`src/rtl/mlkem_rand_pkg.sv`:
```
// Shared constants and state encoding for ML-KEM masking-randomness distribution.
package mlkem_rand_pkg;
    localparam int RAND_W        = 16;
    localparam int DEF_WARMUP    = 64;
    localparam int DEF_BURST_LEN = 16;

    typedef logic [1:0] state_t;
    localparam state_t S_WARM  = 2'd0;
    localparam state_t S_ARB   = 2'd1;
    localparam state_t S_SERVE = 2'd2;
endpackage

```
`src/rtl/rr_pick.sv`:
```
// Combinational round-robin select: first set req bit at or after ptr, wrapping.
module rr_pick #(
    parameter int N = 4
) (
    input  logic [N-1:0]         req,
    input  logic [$clog2(N)-1:0] ptr,
    output logic [N-1:0]         gnt_next,
    output logic [$clog2(N)-1:0] index,
    output logic                 any
);
    localparam int PW = $clog2(N);

    always_comb begin
        gnt_next = '0;
        index    = '0;
        any      = 1'b0;
        // Scan from the farthest offset down so the nearest requester wins.
        for (int k = N - 1; k >= 0; k--) begin
            if (req[(int'(ptr) + k) % N]) begin
                gnt_next                      = '0;
                gnt_next[(int'(ptr) + k) % N] = 1'b1;
                index                         = PW'((int'(ptr) + k) % N);
                any                           = 1'b1;
            end
        end
    end
endmodule

```
`src/rtl/rand_sched.sv`:
```
// Hands the free-running randomness stream to one requester at a time after a
// post-reset warm-up; round-robin fair, bounded bursts, every word used once.
module rand_sched
    import mlkem_rand_pkg::*;
#(
    parameter int N_REQ     = 4,
    parameter int WARMUP    = DEF_WARMUP,
    parameter int BURST_LEN = DEF_BURST_LEN
) (
    input  logic              clk,
    input  logic              rst,
    input  logic [RAND_W-1:0] rand_in,
    input  logic [N_REQ-1:0]  req,
    output logic [N_REQ-1:0]  gnt,
    output logic [RAND_W-1:0] rand_out,
    output logic              rand_valid,
    output logic              ready
);
    localparam int WW = $clog2(WARMUP + 1);
    localparam int BW = $clog2(BURST_LEN + 1);
    localparam int PW = $clog2(N_REQ);

    state_t             r_state;
    logic [WW-1:0]      r_warm;
    logic [BW-1:0]      r_burst;
    logic [PW-1:0]      r_ptr;
    logic [PW-1:0]      r_idx;
    logic [N_REQ-1:0]   r_gnt;
    logic [RAND_W-1:0]  r_out;
    logic               r_valid;
    logic               r_ready;

    logic [N_REQ-1:0]   w_gnt_next;
    logic [PW-1:0]      w_idx;
    logic               w_any;
    logic [PW-1:0]      w_ptr_next;

    rr_pick #(.N(N_REQ)) u_pick (
        .req      (req),
        .ptr      (r_ptr),
        .gnt_next (w_gnt_next),
        .index    (w_idx),
        .any      (w_any)
    );

    assign w_ptr_next = (r_idx == PW'(N_REQ - 1)) ? '0 : r_idx + 1'b1;

    always_ff @(posedge clk) begin
        if (!rst) begin
            r_state <= S_WARM;
            r_warm  <= '0;
            r_burst <= '0;
            r_ptr   <= '0;
            r_idx   <= '0;
            r_gnt   <= '0;
            r_out   <= '0;
            r_valid <= 1'b0;
            r_ready <= 1'b0;
        end else begin
            case (r_state)
                S_WARM: begin
                    r_warm <= r_warm + 1'b1;
                    if (r_warm == WW'(WARMUP - 1)) begin
                        r_state <= S_ARB;
                        r_ready <= 1'b1;
                    end
                end
                S_ARB: begin
                    if (w_any) begin
                        r_gnt   <= w_gnt_next;
                        r_idx   <= w_idx;
                        r_out   <= rand_in;
                        r_valid <= 1'b1;
                        r_burst <= BW'(1);
                        r_state <= S_SERVE;
                    end
                end
                S_SERVE: begin
                    if (req[r_idx] && (r_burst < BW'(BURST_LEN))) begin
                        r_out   <= rand_in;
                        r_valid <= 1'b1;
                        r_burst <= r_burst + 1'b1;
                    end else begin
                        // Release costs one idle cycle before the next arbitration.
                        r_gnt   <= '0;
                        r_valid <= 1'b0;
                        r_ptr   <= w_ptr_next;
                        r_state <= S_ARB;
                    end
                end
                default: r_state <= S_WARM;
            endcase
        end
    end

    assign gnt        = r_gnt;
    assign rand_out   = r_out;
    assign rand_valid = r_valid;
    assign ready      = r_ready;
endmodule

```
`config.mk`:
```
export PLATFORM = sky130hd
export DESIGN_NAME = rand_sched
export DESIGN_NICKNAME = d
export VERILOG_FILES = /design/src/rtl/mlkem_rand_pkg.sv /design/src/rtl/rr_pick.sv /design/src/rtl/rand_sched.sv
export SDC_FILE = /design/constraint.sdc
export NUM_CORES = 1
export LEC_CHECK = 0
export CORE_ASPECT_RATIO = 0.8
export CORE_MARGIN = 5
export CORE_UTILIZATION = 30
export CTS_CLUSTER_DIAMETER = 30
export DETAILED_ROUTE_END_ITERATION = 6
export PLACE_DENSITY_LB_ADDON = 0.25
export SYNTH_ARGS = -nofsm -noshare
export SYNTH_HDL_FRONTEND = slang
export SYNTH_SLANG_ARGS = --single-unit
```
`constraint.sdc`:
```
create_clock -name clk -period 7.02 [get_ports clk]
set_input_delay 1.404 -clock clk [delete_from_list [all_inputs] [get_ports clk]]
set_output_delay 1.404 -clock clk [all_outputs]
set_load 0.1 [all_outputs]
```
==> results of run 1 <==
## routing by layer
layer	share of wire	wire, um	GRT usage	up-vias
li1	-	-	-	918
met5	0	0	0	-
met1	0.52	2400	0.148	787
met2	0.43	2000	0.161	40
met4	0.0059	27	0.0247	0
met3	0.041	189	0.0297	4
## cells in the mapped netlist (4+ instances only)
cell type,instances
a21oi_1,19
a21oi_2,9
and2_1,4
clkbuf_1,5
dfxtp_1,40
ha_1,10
inv_1,5
nand2_1,34
nand2_2,9
nand4_1,5
nor2_1,19
o211ai_1,4
o21a_1,6
o21ai_0,11
xor2_1,5
## area by class of cell
type | instances | area [um2] | share of cell area
tap | 87 | 109 | 0.0402
clock inverter | 3 | 42.5 | 0.0157
multi-input combinational | 181 | 1230 | 0.455
inverter | 6 | 22.5 | 0.00832
timing repair buffer | 43 | 430 | 0.159
clock buffer | 5 | 68.8 | 0.0254
sequential | 40 | 801 | 0.296
## sequential cells by signal (all words and copies together) (netlist names)
signal	cells
ready	1
rand_out	16
r_warm	7
r_ptr	2
r_burst	5
rand_valid	1
r_idx	2
gnt	4
r_state	2
## power groups by stage
stage	clock (mW)	combinational, mW	sequential, mW
floorplan	0	0.0154	0.235
global placement	0	0.0321	0.235
detailed placement	0	0.0320	0.235
CTS	0.193	0.0322	0.230
global route	0.203	0.0352	0.230
finish	0.186	0.0319	0.230
## cell families after synthesis
family                     count (synthesis)
DFF                                       40
adders and majority gates                 10
xor gates and xnor gates                   6
muxes                                     10
and+or+nand+nor                           87
buffers and inverters                     17
AOI/OAI and AO/OA                         68
## worst min-delay path, cell delays in order (launching register included)
cell and delay, ns:
dfxtp_1 0.32, nand2_2 0.06, a21oi_2 0.04
## path summary, 6_finish.rpt
kind	startpoint	endpoint	slack (ns)	cells past startpoint
worst max-delay path	rand_out[7]	rand_out[7]	3.81	1
worst min-delay path	rand_out[8]	rand_out[8]	0.46	2
worst max register to register	r_ptr[0]	gnt[0]	4.33	7
worst min register to register	rand_out[8]	rand_out[8]	0.46	2
==> flow_results.org, run 1 <==
** Timing
- Setup slack on the critical path of the routed design comes to 3.81 ns.
- Fin crit share :: 0.457
- Minimum clock period after layout :: 3.21 ns
- The tightest hold path in the finished design has a slack of 0.456 ns.
- Max Clock Skew :: 0.00862 ns
- The final count of hold timing violations came to 0.
- Final count of negative-setup-slack endpoints :: 0
- Setup repair after global routing left no endpoint under its margin.
- Timing would allow up to 312 MHz.
- Sum Neg Setup Slack :: 0 ns
- Pin slew with the least headroom to its limit :: 1.08 ns
- Final count of pins violating max slew :: 0
- In this run the tightest slew margin relative to its limit is 0.277.

** Setup path
- CP cell instances :: clkdlybuf4s50_1
- On the critical path, the stage with the largest delay is an instance of clkdlybuf4s50_1.
- Worst Path Required :: 5.62 ns
- The largest single stage delay on the critical path is 1.15 ns.
- The worst setup path is launched from a flip-flop.
- Along the worst path, the maximum fanout reaches 2.
- The worst setup path is of the reg2out kind.
- The worst setup path is captured at an output pin.
- Data arrives at the worst endpoint at 1.80 ns.
- Grouping stages by cell kind, the critical path spends the most delay in buffers and inverters.
- Buffering stage count on the worst path with inverters included :: 1

** Finish
- The library cell used most frequently in the layout, excluding fill and tap cells, is clkdlybuf4s50_1.
- The count of cells in the finished layout, fillers not included, comes to 365.
- In the layout the commonest cells are clkdlybuf4s50_1, dfxtp_1, nand2_1, nor2_1, a21oi_1.
- The finished cells cover 0.00271 mm2.
- Fill cells in the final layout number 712.
- Area Overhead vs Synth :: 26.9%
- Fraction of final layout cells sized beyond drive strength 1 :: 0.147
- Once layout is complete, the utilization of the core stands at 0.393.
- ANT cells :: 0
- After the last flow step, the layout net total stands at 309.

** Logic synthesis
- When the netlist entered floorplanning its net count stood at 270.
- Of the post-synthesis cell area, the part taken by muxes is 0.0663.
- The number of different library cells used by synthesis comes to 54.
- Portion of synthesized cell area occupied by the leading cell type :: 0.376
- Cell types with the largest area share after synthesis :: dfxtp_1, nand2_1, ha_1
- Flop and latch count out of synthesis :: 40
- Library cell occupying the most area in the post-synthesis netlist :: dfxtp_1
- The Yosys step of the flow raised 0 warnings.
- Counting flops with an async set or reset pin after synthesis yields a share of 0.
- Of the total synthesized cell area, the portion taken by XOR and XNOR cells is 0.0246.
- Post-synth EDFFs :: 0
- In the synthesized netlist the dominant register cell turns out to be dfxtp_1.
- Post-synthesis simple-gate area fraction :: 0.206
- Post-synthesis adder-cell area fraction :: 0.0587
- Synth Area in Compound Gates :: 0.222
- Combinational family with the most area after synthesis :: compound AO/OA/AOI/OAI gates
- Part of the Yosys area used for sequential elements :: 0.376
- Avg Cell Area, Syn :: 8.96 um2
- Synthesized instance count :: 238
- Summing every instance area after synthesis gives 0.00213 mm2.

** Drt
- The detailed router placed 1749 vias in this run.
- After detailed routing, the average wire length per cell comes to 12.6 um.
- In this run the remaining antenna-violating nets after routing total 0.
- For this run, design rule violations remaining after detail routing come to 0.
- The detailed router finished its first iteration with 55 violations.
- Detailed-route wire length :: 4.62 mm
- After detailed routing, the number of vias per cell comes to 4.79.
- The first detailed-routing pass took 4 iterations.

** Clocking
- CTS saw 40 sinks.
- After clock tree synthesis, the clock-pin slew on the worst setup and hold paths is 0.08 ns.
- Cell at the root of the clock tree :: clkbuf_8
- Gates resized during post-CTS repair numbered 0.
- TritonCTS built the clock tree.
- After clock tree synthesis, the setup repair step added 0 buffers.
- The later pin in the worst-skew pair is clocked with a latency of 0.29 ns.
- The H-tree generated during clock tree synthesis spans 2 levels.
- Clock buffer depth :: 2
- CTS Buf Count :: 5
- Post-cts hold buffer count :: 0

** Placed design
- Buffers placed on the I/O ports in this run total 43.
- Pre-CTS WS :: 3.55 ns
- Placed cell count :: 357
- Weighted congestion reported at the end of routability-driven placement :: 0.730
- Placed Area :: 0.00259 mm2
- HPWL after detailed placement :: 3.38 mm

** Die
- The die is 104 um wide.
- The die covers 0.00890 mm2.
- For this configuration, the core starts out at a cell density of 0.309.
- During I/O placement, the number of pins put on the boundary was 44.
- Core Region :: 0.00689 mm2
- Std-Cell Rows :: 27
- In this run the vertical extent of the chip is 85.4 um.

** Outcome
- The flow ran to the end, and the final reports show no timing, DRC or antenna violations.

** Global route
- GRT Residual Overflow :: 0
- In the global route stage, overall resource usage came out at 0.106.
- Vias in the first global route :: 1719
- The first global-routing pass estimated 7.96 mm of wire.
- Maximum number of pins on one net before global-route repair :: 31
- Antenna violations before repair :: 0

** Power and ir drop
- Pwr per Cell Area :: 165 mW/mm2
- P_int :: 0.351 mW
- Of the total power, combinational logic draws 0.071.
- VDD sags by at most 79.6 uV.
- Of the total power, the share spent switching nets is 0.217.
- Summing internal, switching and leakage power gives 0.448 mW.
- Clock share of power :: 0.416
- Cell leakage power :: 0.963 nW
- Of the total power, registers draw 0.513.
- Net switching power figure :: 0.0970 mW

** Flow run
- Across the run, the number of max-cap violations was 0.

** Min path
- Class of the worst hold path :: reg2reg
No activity file was read; power rests on OpenSTA's default activity.
==> run 2, diff against run 1 <==
==> constraint.sdc (replaced) <==
create_clock -name clk -period 2.6 [get_ports clk]
set_input_delay 0.52 -clock clk [delete_from_list [all_inputs] [get_ports clk]]
set_output_delay 0.52 -clock clk [all_outputs]
set_load 0.1 [all_outputs]
==> run 2 against run 1 <==
  * Register-to-register slack worse by 3.9 ns
  * Total power grew to 2.8 times the previous value
  * Cell count is 3.0% higher
  * Combinational power grew to 3.0 times the previous value
  * Via count is 2.6% higher
  * Wire length is 4.5% higher
  * Clock skew is 0.00075 ns lower
  * Global-route usage is 0.29 points higher
  * Clock power grew to 2.9 times the previous value
  * Critical endpoint is now gnt[0]
==> flow_results.org, run 2 (synthesis results as in run 1) <==
** Outcome
- The flow ran to the end, and the final reports show no timing, DRC or antenna violations.

** Min path
- The startpoint identified for the worst hold timing path is rand_out[9].
- The tightest min-delay check is of the reg2reg type.

** Power and ir drop
- In this run the static leakage power is 1.08 nW.
- Power spread over the standard cell area amounts to 451 mW/mm2.
- Clock share of power :: 0.427
- Of the total power, the share spent switching nets is 0.213.
- Of the total power, registers draw 0.496.
- Across the VDD grid, the largest voltage drop is 198 uV.
- The analysis attributes to net switching a power of 0.265 mW.
- P_int :: 0.983 mW
- The share of total power dissipated in combinational logic is 0.076.

** Finish
- Most common cell after layout, fill and taps aside :: dfxtp_1
- In the final layout, the share of cells above drive strength 1 is 0.256.
- In the final design database the tool counted 320 nets.
- Flip-flop count of the largest register, all copies and words added :: 16
- Fill count :: 713
- Once layout is complete, the utilization of the core stands at 0.402.
- ANT cells :: 0
- In the final layout, the multi-input gates occupy 0.00123 mm2.
- Area Overhead vs Synth :: 29.9%
- Post-layout instance count excluding filler cells :: 376
- In the layout the commonest cells are dfxtp_1, nand2_1, buf_4, clkdlybuf4s50_1.
- Sequential cell area :: 801 um2
- Cell area after layout :: 0.00277 mm2

** Drt
- Remaining routing DRC violations :: 0
- DR WL/cell :: 12.8 um
- Detailed-route wire length :: 4.82 mm
- For this block, the via count after detailed routing is 1794.
- The detail route stage leaves a number of antenna-violating nets equal to 0.
- Drt initial violations :: 132
- Number of detailed-routing iterations run before antenna repair :: 4
- Using the TritonRoute via totals, the vias-per-cell ratio works out to 4.77.

** Clocking
- Once the clock tree was built, the setup fixing pass inserted 0 buffers.
- Counting the buffers created by CTS gives 5.
- For this design, the CTS-stage hold fixing added 0 buffers.
- In this run the deepest clock path goes through 2 buffers.
- Post-CTS repair changed the size of 0 cells.
- Clock-pin slew on the worst setup and hold paths :: 0.08 ns
- CTS tree :: yes
- The clock drives 40 sinks.
- H-Tree Level Count :: 2
- Clock tree synthesis selected as its root buffer the cell clkbuf_8.
- Clock latency on the worst-skew pair :: 0.29 ns

** Die
- Initial Utilization :: 0.309
- The floorplan step defined a die boundary enclosing 0.00890 mm2.
- Chip Width :: 104 um
- Core Region :: 0.00689 mm2
- The floorplan step set the die height to 85.4 um.
- I/O pin total :: 44
- Row generation in the floorplan step produced 27 rows.

** Setup path
- Type of destination of the critical path :: flip-flop
- For the worst setup path, the data arrival time is 2.44 ns.
- CP max FO :: 7
- Worst Path Required :: 2.79 ns
- Launch point of the critical path :: req[3]
- Type of the worst setup path :: in2reg
- Element type at the critical path start :: primary input
- The startpoint identified for the worst register-to-register timing path is r_ptr[0].

** Global route
- Maximum number of pins on one net before global-route repair :: 29
- Across every metal layer, demand over resource in global routing totals 0.109.
- Vias in the first global route :: 1742
- Global-route wire length before repair :: 8.18 mm
- GRT Residual Overflow :: 0
- The initial antenna violation count was 0.

** Timing
- Final count of negative-setup-slack endpoints :: 0
- Pin slew with the least headroom to its limit :: 0.459 ns
- Across all setup checks in the final design, the least slack found is 0.351 ns.
- Minimum clock period after layout :: 2.25 ns
- Final count of pins violating max slew :: 0
- In the finished design, the share of the clock period the worst path needs comes to 0.865.
- Max transition margin :: 0.694
- Clock skew on the completed layout was measured at 0.00787 ns.
- Sum Neg Setup Slack :: 0 ns
- Unrepaired setup endpoints after global routing :: no
- Max frequency :: 445 MHz
- The final count of hold timing violations is 0.

** Flow run
- Across the run, the number of max-cap violations was 0.

** Placed design
- Port bufs :: 43
- Placed Area :: 0.00265 mm2
- Routability-driven placement finished with a final weighted congestion of 0.815.
- Detailed placement ended at an HPWL of 3.51 mm.
- At the placement stage, the worst setup path has a slack of 0.0690 ns.
- Including well taps, the total number of placed cells is 368.
run 2: metrics by stage:
| stage | power (mW) | hold WS (ns) |
|---|---|---|
| 3_3_place_gp | 0.730 | 0.443 |
| 3_5_place_dp | 0.729 | 0.445 |
| 2_1_floorplan | 0.675 | 0.458 |
| 4_1_cts | 1.27 | 0.457 |
| 6_report | 1.25 | 0.456 |
| 5_1_grt | 1.30 | 0.480 |
run 2: metal layers:
metal | global-route usage | routed length (um) | share of wire
met1 | 0.154 | 2520 | 0.52
met2 | 0.157 | 2040 | 0.42
met3 | 0.0342 | 229 | 0.047
met4 | 0.0318 | 38 | 0.0079
met5 | 0 | 0 | 0
run 2: layout make-up:
type	instances	share of cell area
multi-input cells	181	0.445
repair buffers	54	0.174
clock buffers	6	0.0298
inverters	6	0.00813
flip-flops and latches	40	0.289
clock inverters	2	0.0140
well taps	87	0.0393
run 2: final timing paths:
path,endpoint,slack [ns],depth (start not counted)
min reg2reg,rand_out[9],0.46,2
max reg2reg,gnt[2],0.47,7
max,gnt[0],0.35,6
min,rand_out[9],0.46,2
run 2: critical path, stage by stage:
cell,delay [ns]
clkdlybuf4s50_1,0.52
buf_4,0.20
mux4_1,0.61
inv_1,0.16
o21ai_0,0.10
a221oi_1,0.32
run 2: power groups by stage:
stage / clock network (mW) / registers (mW) / logic, mW
after global routing: 0.578 / 0.621 / 0.104
after detailed placement: 0 / 0.634 / 0.0952
final: 0.533 / 0.620 / 0.0954
after global placement: 0 / 0.634 / 0.0956
after floorplan: 0 / 0.633 / 0.0416
after CTS: 0.550 / 0.620 / 0.0958
